--- src/rtl/rns_pkg.sv ---
// Shared definitions for the RNS modular add/subtract pipeline.
//   op_e            : operation encoding carried on in_op
//   DEF_DATA_WIDTH  : default residue width per channel
//   DEF_NUM_CH      : default number of residue channels
//   DEF_MODULUS     : default per-channel modulus (3^11)
package rns_pkg;

    typedef enum logic [1:0] {
        OP_ADD  = 2'b00,  // A + B  mod M
        OP_SUB  = 2'b01,  // A - B  mod M
        OP_ADDK = 2'b10,  // A + K  mod M
        OP_SUBK = 2'b11   // A - K  mod M
    } op_e;

    localparam int DEF_DATA_WIDTH = 18;
    localparam int DEF_NUM_CH     = 4;
    localparam int DEF_MODULUS    = 177147;

endpackage

--- src/rtl/rns_mod_addsub_lane.sv ---
// One residue channel of the modular add/subtract pipeline.
// Stage 1 registers the raw sum/difference and its modulus-corrected
// candidate; stage 2 registers the selected residue (forced to 0 when the
// operands were out of range).
//   clk, reset : clock, asynchronous active-high reset
//   en         : global pipe enable; both stages hold when low
//   a, bop     : operand A and second operand (B or K)
//   is_sub     : 1 = subtract, 0 = add
//   chk_b      : 1 = range-check bop as well as a
//   result     : registered residue (stage 2)
//   range_err  : registered operand-out-of-range flag (stage 2)
module rns_mod_addsub_lane
    import rns_pkg::*;
#(
    parameter int           W = DEF_DATA_WIDTH,
    parameter logic [W-1:0] M = W'(DEF_MODULUS)
) (
    input  logic         clk,
    input  logic         reset,
    input  logic         en,
    input  logic [W-1:0] a,
    input  logic [W-1:0] bop,
    input  logic         is_sub,
    input  logic         chk_b,
    output logic [W-1:0] result,
    output logic         range_err
);

    // Two extra bits: one for the carry of A+B, one for the sign of A-B / S-M.
    localparam int XW = W + 2;

    logic [XW-1:0] a_x, b_x, m_x;
    logic [XW-1:0] raw_d, cand_d;
    logic          err_d;

    logic [XW-1:0] s1_raw, s1_cand;
    logic          s1_sub, s1_err;

    logic [XW-1:0] sel;
    logic          sel_unused;

    assign a_x = {2'b00, a};
    assign b_x = {2'b00, bop};
    assign m_x = {2'b00, M};

    always_comb begin
        raw_d  = is_sub ? (a_x - b_x) : (a_x + b_x);
        // Add: candidate is S-M; Sub: candidate is D+M.
        cand_d = is_sub ? (raw_d + m_x) : (raw_d - m_x);
        err_d  = (a >= M) || (chk_b && (bop >= M));
    end

    // Add keeps S-M unless it went negative; Sub keeps D unless it went negative.
    always_comb begin
        if (s1_sub) begin
            sel = s1_raw[XW-1] ? s1_cand : s1_raw;
        end else begin
            sel = s1_cand[XW-1] ? s1_raw : s1_cand;
        end
    end

    // Upper bits of the selected value are zero for in-range operands.
    assign sel_unused = ^sel[XW-1:W];

    always_ff @(posedge clk or posedge reset) begin
        if (reset) begin
            s1_raw    <= '0;
            s1_cand   <= '0;
            s1_sub    <= 1'b0;
            s1_err    <= 1'b0;
            result    <= '0;
            range_err <= 1'b0;
        end else if (en) begin
            s1_raw    <= raw_d;
            s1_cand   <= cand_d;
            s1_sub    <= is_sub;
            s1_err    <= err_d;
            result    <= s1_err ? '0 : sel[W-1:0];
            range_err <= s1_err;
        end
    end

endmodule

--- src/rtl/rns_mod_addsub_pipe.sv ---
// Multi-channel RNS modular add/subtract pipeline, 2-cycle fixed latency.
// Handshake: a beat transfers on in_valid && in_ready and a result on
// out_valid && out_ready; in_ready = out_ready || !s2_valid is the single
// pipe enable, so both stages advance or hold together.
//   clk, reset     : clock, asynchronous active-high reset
//   in_valid/ready : operand beat handshake
//   in_op          : op_e encoding (A+B, A-B, A+K, A-K)
//   in_a, in_b     : packed per-channel operands, channel 0 in LSBs
//   cfg_we/ch/const: write constant K for one channel
//   cfg_err        : one-cycle pulse when a write is rejected
//   out_valid/ready: result handshake
//   out_result     : packed per-channel residues
//   out_range_err  : per-channel operand-out-of-range flags
module rns_mod_addsub_pipe
    import rns_pkg::*;
#(
    parameter int DATA_WIDTH = DEF_DATA_WIDTH,
    parameter int NUM_CH     = DEF_NUM_CH,
    parameter logic [NUM_CH*DATA_WIDTH-1:0] MODULI = {NUM_CH{18'd177147}},
    localparam int CH_W = (NUM_CH > 1) ? $clog2(NUM_CH) : 1
) (
    input  logic                         clk,
    input  logic                         reset,
    input  logic                         in_valid,
    output logic                         in_ready,
    input  logic [1:0]                   in_op,
    input  logic [NUM_CH*DATA_WIDTH-1:0] in_a,
    input  logic [NUM_CH*DATA_WIDTH-1:0] in_b,
    input  logic                         cfg_we,
    input  logic [CH_W-1:0]              cfg_ch,
    input  logic [DATA_WIDTH-1:0]        cfg_const,
    output logic                         cfg_err,
    output logic                         out_valid,
    input  logic                         out_ready,
    output logic [NUM_CH*DATA_WIDTH-1:0] out_result,
    output logic [NUM_CH-1:0]            out_range_err
);

    op_e  op;
    logic use_k, is_sub, en;
    logic s1_valid, s2_valid;

    logic [NUM_CH-1:0][DATA_WIDTH-1:0] k_reg;
    logic                              ch_hit, cfg_ok;
    logic [DATA_WIDTH-1:0]             ch_mod;

    assign op       = op_e'(in_op);
    assign use_k    = (op == OP_ADDK) || (op == OP_SUBK);
    assign is_sub   = (op == OP_SUB)  || (op == OP_SUBK);
    assign in_ready = out_ready || !s2_valid;
    assign en       = in_ready;
    assign out_valid = s2_valid;

    // Valid pipe; bubbles travel like beats so latency stays fixed.
    always_ff @(posedge clk or posedge reset) begin
        if (reset) begin
            s1_valid <= 1'b0;
            s2_valid <= 1'b0;
        end else if (en) begin
            s1_valid <= in_valid;
            s2_valid <= s1_valid;
        end
    end

    // Channel decode by match so a non-power-of-two NUM_CH rejects the gaps.
    always_comb begin
        ch_hit = 1'b0;
        ch_mod = '0;
        for (int i = 0; i < NUM_CH; i++) begin
            if (cfg_ch == CH_W'(i)) begin
                ch_hit = 1'b1;
                ch_mod = MODULI[i*DATA_WIDTH +: DATA_WIDTH];
            end
        end
        cfg_ok = ch_hit && (cfg_const < ch_mod);
    end

    // K updates independently of the pipe enable; a beat accepted on the
    // same edge samples the old value.
    always_ff @(posedge clk or posedge reset) begin
        if (reset) begin
            k_reg   <= '0;
            cfg_err <= 1'b0;
        end else begin
            cfg_err <= cfg_we && !cfg_ok;
            for (int i = 0; i < NUM_CH; i++) begin
                if (cfg_we && cfg_ok && (cfg_ch == CH_W'(i))) begin
                    k_reg[i] <= cfg_const;
                end
            end
        end
    end

    for (genvar i = 0; i < NUM_CH; i++) begin : g_lane
        rns_mod_addsub_lane #(
            .W (DATA_WIDTH),
            .M (MODULI[i*DATA_WIDTH +: DATA_WIDTH])
        ) u_lane (
            .clk       (clk),
            .reset     (reset),
            .en        (en),
            .a         (in_a[i*DATA_WIDTH +: DATA_WIDTH]),
            .bop       (use_k ? k_reg[i] : in_b[i*DATA_WIDTH +: DATA_WIDTH]),
            .is_sub    (is_sub),
            .chk_b     (!use_k),
            .result    (out_result[i*DATA_WIDTH +: DATA_WIDTH]),
            .range_err (out_range_err[i])
        );
    end

endmodule

--- config.mk ---
export PLATFORM = sky130hd
export DESIGN_NAME = rns_mod_addsub_pipe
export DESIGN_NICKNAME = d
export VERILOG_FILES = /design/src/rtl/rns_pkg.sv /design/src/rtl/rns_mod_addsub_lane.sv /design/src/rtl/rns_mod_addsub_pipe.sv
export SDC_FILE = /design/constraint.sdc
export NUM_CORES = 1
export LEC_CHECK = 0
export ABC_AREA = 1
export CAP_MARGIN = 20
export CORE_MARGIN = 2
export CORE_UTILIZATION = 42
export CTS_CLUSTER_SIZE = 30
export DETAILED_ROUTE_END_ITERATION = 12
export GPL_TIMING_DRIVEN = 0
export PLACE_DENSITY = 0.58
export REMOVE_ABC_BUFFERS = 1
export SLEW_MARGIN = 25
export SYNTH_ARGS = -nofsm -noshare
export SYNTH_HDL_FRONTEND = slang
export SYNTH_SLANG_ARGS = --single-unit
--- constraint.sdc ---
create_clock -name clk -period 18.4 [get_ports clk]
set_input_delay 1.84 -clock clk [delete_from_list [all_inputs] [get_ports clk]]
set_output_delay 1.84 -clock clk [all_outputs]
set_load 0.02 [all_outputs]
Yosys cells after proc, flatten, opt, wreduce, memory -nomap -nowiden --
Cells that the tools add are included.
Storage, ports and cells: word-level logic and storage cells 117, input port bits 171, bits in registers 316, output and inout port bits 79
Operators by class: order comparisons 9, reduce and logical (&&, ||, !) cells 22, multiplexer cells 36, add/sub/neg operators 16, eq/ne operators 6
Operator list (number):
- 18-bit two-way mux | 24
- 20-bit two-way mux | 8
- 18-bit >= comparator (second input constant) | 8
- 20-bit by 18-bit adder with 20-bit output (second input constant) | 4
- 20-bit by 18-bit subtractor with 20-bit output (second input constant) | 4
- 18-bit by 18-bit adder with 19-bit output | 4
- 18-bit by 18-bit subtractor with 19-bit output | 4
- 18-bit less-than comparator | 1
- 1-bit logical AND | 11
- 2-bit equality test (second input constant) | 4
- 1-bit logical OR | 7
- 2-bit by 1-bit equality test with 1-bit output (second input constant) | 2
- 1-bit two-way mux | 4
- 1-bit zero test | 3
- 2-bit zero test | 1

Logic depth before layout (Yosys ltp) --
Gate-level depths: netlist of the first run.
depth in word-level cells 9, mapped depth 31, gate-level depth less buffers 29

Hierarchy --
From an unflattened synthesis of the first run, not the netlist that was laid out.
Unflattened totals: cells, all modules 3658, area, all modules 26050.0 µm²
Modules (own cells, without submodules):
- rns_mod_addsub_lane at g_lane[1].u_lane ... | seq. area each 1476.4 µm², area each 5351.4 µm², cells each 758, instances 2
- rns_mod_addsub_lane at g_lane[3].u_lane | seq. area each 1476.4 µm², area each 5449.0 µm², cells each 765, instances 1
- rns_mod_addsub_lane at g_lane[0].u_lane | seq. area each 1476.4 µm², area each 5352.6 µm², cells each 757, instances 1
- rns_mod_addsub_pipe | seq. area each 1876.8 µm², area each 4545.6 µm², cells each 620, instances 1

Least setup slack after synthesis of the first run --
OpenSTA, ideal clock, no wires.
path type input-to-reg, from input port in_op[1], to register g_lane[2].u_lane.s1_cand[19], slack 13.038 ns, path buffers 2, cell stages on the path 24, arrival 5.244 ns, data required time 18.282 ns, library setup time 0.118 ns, cell sequence buf_6 > buf_2 > o21a_1 > inv_1 > ha_1 > inv_1 > fa_1 > inv_1 > nand3_1 > nand2_1 > a211o_1 > a21oi_1 > or2_2 > a31oi_1 > ha_1 > a21oi_1 > inv_1 > a211oi_1 > inv_1 > a21oi_1 > o21ai_0 > or2_0 > nand3_1 > nand2_1
On the way: word-level cells in the longest chain between the ends 7, elaborated cells on any way between the ends 12, those cells by class 4 x add/sub; 3 x eq/ne; 3 x mux; 2 x reduce/logical
Ends and longest elaborated chain:
- from (decl) | RTL line rns_mod_addsub_pipe.sv:26 | input logic [1:0] in_op,
- 2-bit equality test, on equally long branches | RTL line rns_mod_addsub_pipe.sv:48, rns_mod_addsub_pipe.sv:49
- 1-bit logical OR | RTL line rns_mod_addsub_pipe.sv:48 | assign use_k = (op == OP_ADDK) || (op == OP_SUBK);
- 18-bit two-way mux | RTL line rns_mod_addsub_pipe.sv:103 | .bop (use_k ? k_reg[i] : in_b[i*DATA_WIDTH +: DATA_WIDTH]),
- 18-bit by 18-bit adder with 19-bit output / 18-bit by 18-bit subtractor with 19-bit output (equally long branches) | RTL line rns_mod_addsub_lane.sv:47 | raw_d = is_sub ? (a_x - b_x) : (a_x + b_x);
- 20-bit two-way mux * | RTL line rns_mod_addsub_lane.sv:47
- via g_lane[2].u_lane.raw_d[10] | RTL line rns_mod_addsub_lane.sv:33 | logic [XW-1:0] raw_d, cand_d;
- 20-bit by 18-bit subtractor with 20-bit output / 20-bit by 18-bit adder with 20-bit output (equally long branches) | RTL line rns_mod_addsub_lane.sv:49 | cand_d = is_sub ? (raw_d + m_x) : (raw_d - m_x);
- 20-bit two-way mux * | RTL line rns_mod_addsub_lane.sv:49
- to (signal assigned) | RTL line rns_mod_addsub_lane.sv:75 | s1_cand <= cand_d;
- to (decl) | RTL line rns_mod_addsub_lane.sv:36 | logic [XW-1:0] s1_raw, s1_cand;
Mark *: on every way through the listed nets, which the timed path passes. The rest lies on a longest branch. A chain may end at the register's enable or synchronous reset.

Final worst setup path of the first run --
from input port out_ready, to output port in_ready
On the way: word-level cells in the longest chain between the ends 1
Ends and longest elaborated chain:
- from (decl) | RTL line rns_mod_addsub_pipe.sv:34 | input logic out_ready,
- 1-bit logical OR | RTL line rns_mod_addsub_pipe.sv:50 | assign in_ready = out_ready || !s2_valid;
- to (decl) | RTL line rns_mod_addsub_pipe.sv:25 | output logic in_ready,
No other way between the ends.

==> results of run 1 <==
report_power, final:
group / total [mW] / leakage [nW] / switching, mW / internal, mW
clock network: 0.834 / 0.680 / 0.326 / 0.509
registers: 1.07 / 3.79 / 0.167 / 0.900
logic: 1.60 / 10.8 / 0.960 / 0.638
total: 3.50 / 15.2 / 1.45 / 2.05
area by class of cell:
type	count	area, µm²
inverter	505	1920
antenna	3	7.51
clock buffer	51	1140
clock inverter	20	246
sequential	308	7710
timing repair buffer	269	2970
tap	837	1050
fill	6321	30700
multi-input combinational	2853	15900
cell families (layout without fill, tap and decap cells):
kind of cell               Yosys count  after routing
AOI/OAI and AO/OA                 1030           1030
xor gates and xnor gates            73             73
adders and majority gates          243            243
buffers and inverters              662            845
DFF                                308            308
muxes                                3              3
other                                1              9
and+or+nand+nor                   1498           1498
Yosys cell counts, types with 19 or more instances:
cell type                  count  area share [%]
sky130_fd_sc_hd__a31oi_1      35            0.84
sky130_fd_sc_hd__buf_2        37            0.71
sky130_fd_sc_hd__o211ai_1     32            0.92
sky130_fd_sc_hd__o21bai_1     26            0.74
sky130_fd_sc_hd__a21oi_1     297             5.7
sky130_fd_sc_hd__o21a_1       33            0.95
sky130_fd_sc_hd__dfrtp_1     308              29
sky130_fd_sc_hd__xor2_1       54             1.8
sky130_fd_sc_hd__xnor2_1      19            0.63
sky130_fd_sc_hd__or2_2        21            0.50
sky130_fd_sc_hd__nor2_1      281             4.0
sky130_fd_sc_hd__nor3_1       34            0.65
sky130_fd_sc_hd__nand3_1     162             3.1
sky130_fd_sc_hd__ha_1        231              11
sky130_fd_sc_hd__inv_1       492             7.0
sky130_fd_sc_hd__clkbuf_1     91             1.3
sky130_fd_sc_hd__nand2_1     930              13
sky130_fd_sc_hd__nand4_1      26            0.62
sky130_fd_sc_hd__o21ai_0     407             7.8
sky130_fd_sc_hd__a32o_1       33             1.3
sky130_fd_sc_hd__a22o_1       40             1.3
sky130_fd_sc_hd__o21ai_1      44            0.84
worst min-delay path, stage by stage (launching register included):
cell and delay (ns):
sky130_fd_sc_hd__dfrtp_1 0.32, sky130_fd_sc_hd__inv_1 0.04, sky130_fd_sc_hd__nand2_1 0.05
how the worst max path moves through the flow:
stage	slack (ns)	endpoint	start	cells past startpoint
floorplan	3.13	in_ready	out_ready	2
global placement	-12.07	in_ready	out_ready	4
detailed placement	11.70	g_lane[2].u_lane.s1_cand[19]$_DFFE_PP0P_	in_op[1]	25
CTS	12.04	in_ready	out_ready	7
global route	11.65	g_lane[2].u_lane.s1_cand[19]$_DFFE_PP0P_	in_op[1]	25
finish	12.08	in_ready	out_ready	7
per-stage QoR:
stage                     TNS [ns]  area (µm²)  instances  worst slack [ns]
after detailed placement         0       29600       4772             11.70
after global placement    -1237.73       29100       4752            -12.07
after CTS                        0       31000       4843             12.04
after global routing             0       31000       4844             11.65
after floorplan                  0       25500       3666              3.13
final                            0       31000       4846             12.08
layer usage:
| layer | global-route usage [%] | up-vias | part of all wire (%) |
|---|---|---|---|
| met1 | 36.3 | 11510 | 50 |
| met3 | 3.80 | 89 | 5.6 |
| met2 | 38.7 | 557 | 42 |
| met5 | 0 | - | 0.014 |
| li1 | - | 12990 | - |
| met4 | 6.22 | 2 | 2.2 |
==> run_summary.xml, run 1 <==
<?xml version="1.0" encoding="UTF-8"?>
<metrics>
  <group name="critical_path">
    <metric name="critical_path_buf_inv_count" unit="">6</metric>
    <metric name="timing.rr.start" unit="">k_reg[36]$_DFFE_PP0P_</metric>
    <metric name="cp.arrival" unit="ns">4.48</metric>
    <metric name="timing.critical_path.slowest_stage_cell" unit="">sky130_fd_sc_hd__clkdlybuf4s50_1</metric>
    <metric name="timing_worst_setup_path_type" unit="">in2out</metric>
    <metric name="worst_setup_path_start_kind" unit="">primary input</metric>
    <metric name="timing.critical_path.to_type" unit="">primary output</metric>
    <metric name="rrSetupSlack" unit="ns">13.84</metric>
    <metric name="reg2reg_depth" unit="">23</metric>
    <metric name="cpPeakStageDelay" unit="ns">0.61</metric>
    <metric name="worstPathRequired" unit="ns">16.56</metric>
    <metric name="crit-reg2reg-capture" unit="">g_lane[2].u_lane.s1_cand[19]$_DFFE_PP0P_</metric>
    <metric name="path_cells" unit="">clkdlybuf4s50_1, nor2_4, buf_12, buf_12, inv_8, buf_16, clkdlybuf4s50_1</metric>
    <metric name="timing.critical_path.fanout_max" unit="">110</metric>
    <metric name="cp_top_family" unit="">buffers and inverters</metric>
  </group>
  <group name="clock_network">
    <metric name="postCtsSetupRepairBufs" unit="">0</metric>
    <metric name="tritoncts_num_sinks" unit="">308</metric>
    <metric name="cts.clk_slew.worst_paths" unit="ns">0.06</metric>
    <metric name="cts_tree" unit="">built</metric>
    <metric name="worst_skew_pair.late_latency" unit="ns">0.57</metric>
    <metric name="numCtsBuffers" unit="">39</metric>
    <metric name="cts.hold.buffers_added" unit="">0</metric>
    <metric name="cts.repair.resized" unit="">0</metric>
    <metric name="ctsHtreeMaxLevel" unit="">2</metric>
    <metric name="clock_path_buffers" unit="">3</metric>
    <metric name="master_cell_of_the_clock_root_buffer" unit="">sky130_fd_sc_hd__clkbuf_16</metric>
  </group>
  <group name="finish">
    <metric name="layout.cells.most_common_list" unit="">sky130_fd_sc_hd__nand2_1 (930), sky130_fd_sc_hd__inv_1 (489), sky130_fd_sc_hd__o21ai_0 (407)</metric>
    <metric name="top_regs" unit="">g_lane.u_lane.s1_cand x76, g_lane.u_lane.s1_raw x76</metric>
    <metric name="utilization" unit="%">50.2</metric>
    <metric name="design.final.nets" unit="">4390</metric>
    <metric name="layout-drive-gt1-share" unit="%">3.82</metric>
    <metric name="layout.cells.most_common" unit="">sky130_fd_sc_hd__nand2_1</metric>
    <metric name="syn_to_final_growth" unit="%">18.2</metric>
  </group>
  <group name="place">
    <metric name="finalWeightedCongestion" unit="">0.899</metric>
    <metric name="number_of_i_o_port_buffers" unit="">249</metric>
    <metric name="dp_hpwl" unit="mm">61.3</metric>
  </group>
  <group name="timing">
    <metric name="timing.fmax" unit="GHz">0.158</metric>
    <metric name="max_slew.worst_pin.slew" unit="ns">0.978</metric>
    <metric name="hold-worst-slack" unit="ns">0.443</metric>
    <metric name="timing.final.crit_share" unit="%">34.3</metric>
    <metric name="timing.final.max_slew_violations" unit="">0</metric>
    <metric name="unrepaired_setup_endpoints_after_global_routing" unit="">no</metric>
    <metric name="count_of_endpoints_failing_setup_in_the_final_report" unit="">0</metric>
    <metric name="fin_skew" unit="ns">0.0227</metric>
    <metric name="layout_min_cycle_time" unit="ns">6.32</metric>
    <metric name="hold_viol_final" unit="">0</metric>
    <metric name="maxSlewHeadroom" unit="%">34.8</metric>
  </group>
  <group name="die">
    <metric name="floorplan.rows" unit="">91</metric>
    <metric name="floorplan.core_area" unit="µm²">61700</metric>
    <metric name="chipHeight" unit="µm">254</metric>
    <metric name="initial_utilization" unit="%">42.5</metric>
    <metric name="chipWidth" unit="µm">254</metric>
    <metric name="io_pins" unit="">250</metric>
    <metric name="fp.dieArea" unit="µm²">64400</metric>
  </group>
  <group name="logic_synthesis">
    <metric name="synthSimpleGateAreaFrac" unit="%">23.4</metric>
    <metric name="synth.area.mux_share" unit="%">0.115</metric>
    <metric name="post_synth_xor_area_fraction" unit="%">2.44</metric>
    <metric name="synth_top_family_by_area" unit="">simple AND/OR/NAND/NOR gates</metric>
    <metric name="fraction_of_the_yosys_area_taken_by_sequential_cells" unit="%">29.4</metric>
    <metric name="post_synth_instance_area" unit="µm²">26200</metric>
    <metric name="ys_ff_latch" unit="">308</metric>
    <metric name="post_synthesis_mean_instance_area" unit="µm²">6.87</metric>
    <metric name="postSynth.asyncResetShare" unit="%">100</metric>
    <metric name="synth_adder_area_share" unit="%">11.9</metric>
    <metric name="synth-main-ff-cell" unit="">sky130_fd_sc_hd__dfrtp_1</metric>
    <metric name="synth.distinct_cells" unit="">55</metric>
    <metric name="synth_compound_gate_area_share" unit="%">22.7</metric>
    <metric name="synth_cells" unit="">3818</metric>
    <metric name="number_of_synthesized_flops_with_an_enable_pin" unit="">0</metric>
    <metric name="synth.yosys.warnings" unit="">0</metric>
  </group>
  <group name="drt">
    <metric name="detail_route.vias_per_cell" unit="">5.19</metric>
    <metric name="drt_iter0_drc" unit="">1712</metric>
    <metric name="routed_wirelength" unit="mm">80.3</metric>
    <metric name="dr.pass1.iters" unit="">5</metric>
    <metric name="detail-route-antenna-nets" unit="">0</metric>
    <metric name="route.vias.total" unit="">25148</metric>
    <metric name="drc_errors" unit="">0</metric>
    <metric name="routed_wire_length_per_instance" unit="µm">16.6</metric>
  </group>
  <group name="global_routing">
    <metric name="grt_max_degree" unit="">111</metric>
    <metric name="grt_pass1_vias" unit="">24088</metric>
    <metric name="grt_first_pass_wirelength" unit="mm">129</metric>
    <metric name="grt_use_total" unit="%">25.0</metric>
    <metric name="antenna_violations_before_repair" unit="">5</metric>
    <metric name="grt_overflow" unit="">0</metric>
  </group>
  <group name="worst_hold_path">
    <metric name="worst_min_path_start" unit="">s1_valid$_DFFE_PP0P_</metric>
    <metric name="hold_class" unit="">reg2reg</metric>
    <metric name="hold-path-cell-count" unit="">2</metric>
    <metric name="worst_hold_path.endpoint" unit="">out_valid$_DFFE_PP0P_</metric>
  </group>
  <group name="power_and_ir_drop">
    <metric name="leakage_power" unit="nW">15.2</metric>
    <metric name="power.density" unit="nW/µm²">113</metric>
    <metric name="post-layout-total-power" unit="mW">3.50</metric>
    <metric name="power.ir.vdd_worst" unit="µV">77.6</metric>
  </group>
  <group name="run">
    <metric name="cap_viol_max_count" unit="">0</metric>
  </group>
  <group name="outcome">
    <metric name="run_status" unit="">completed</metric>
  </group>
</metrics>
Power figures use the tool's default switching activity.
==> run 2, diff against run 1 <==
==> constraint.sdc (replaced) <==
create_clock -name clk -period 6.4 [get_ports clk]
set_input_delay 0.64 -clock clk [delete_from_list [all_inputs] [get_ports clk]]
set_output_delay 0.64 -clock clk [all_outputs]
set_load 0.02 [all_outputs]
==> results of run 2 <==
Same layout as run 1 (identical final DEF). Status: completed.
Among the figures that moved: setup slack after placement 11.70 ns -> 0.896 ns; setup slack after layout 12.08 ns -> 1.38 ns; start point of the critical path out_ready -> in_op[1]; end point of the critical path in_ready -> g_lane[2].u_lane.s1_cand[19]$_DFFE_PP0P_; register-to-register setup slack 13.84 ns -> 1.84 ns; total power 3.50 mW -> 10.1 mW; worst IR drop on VDD 77.6 µV -> 223 µV
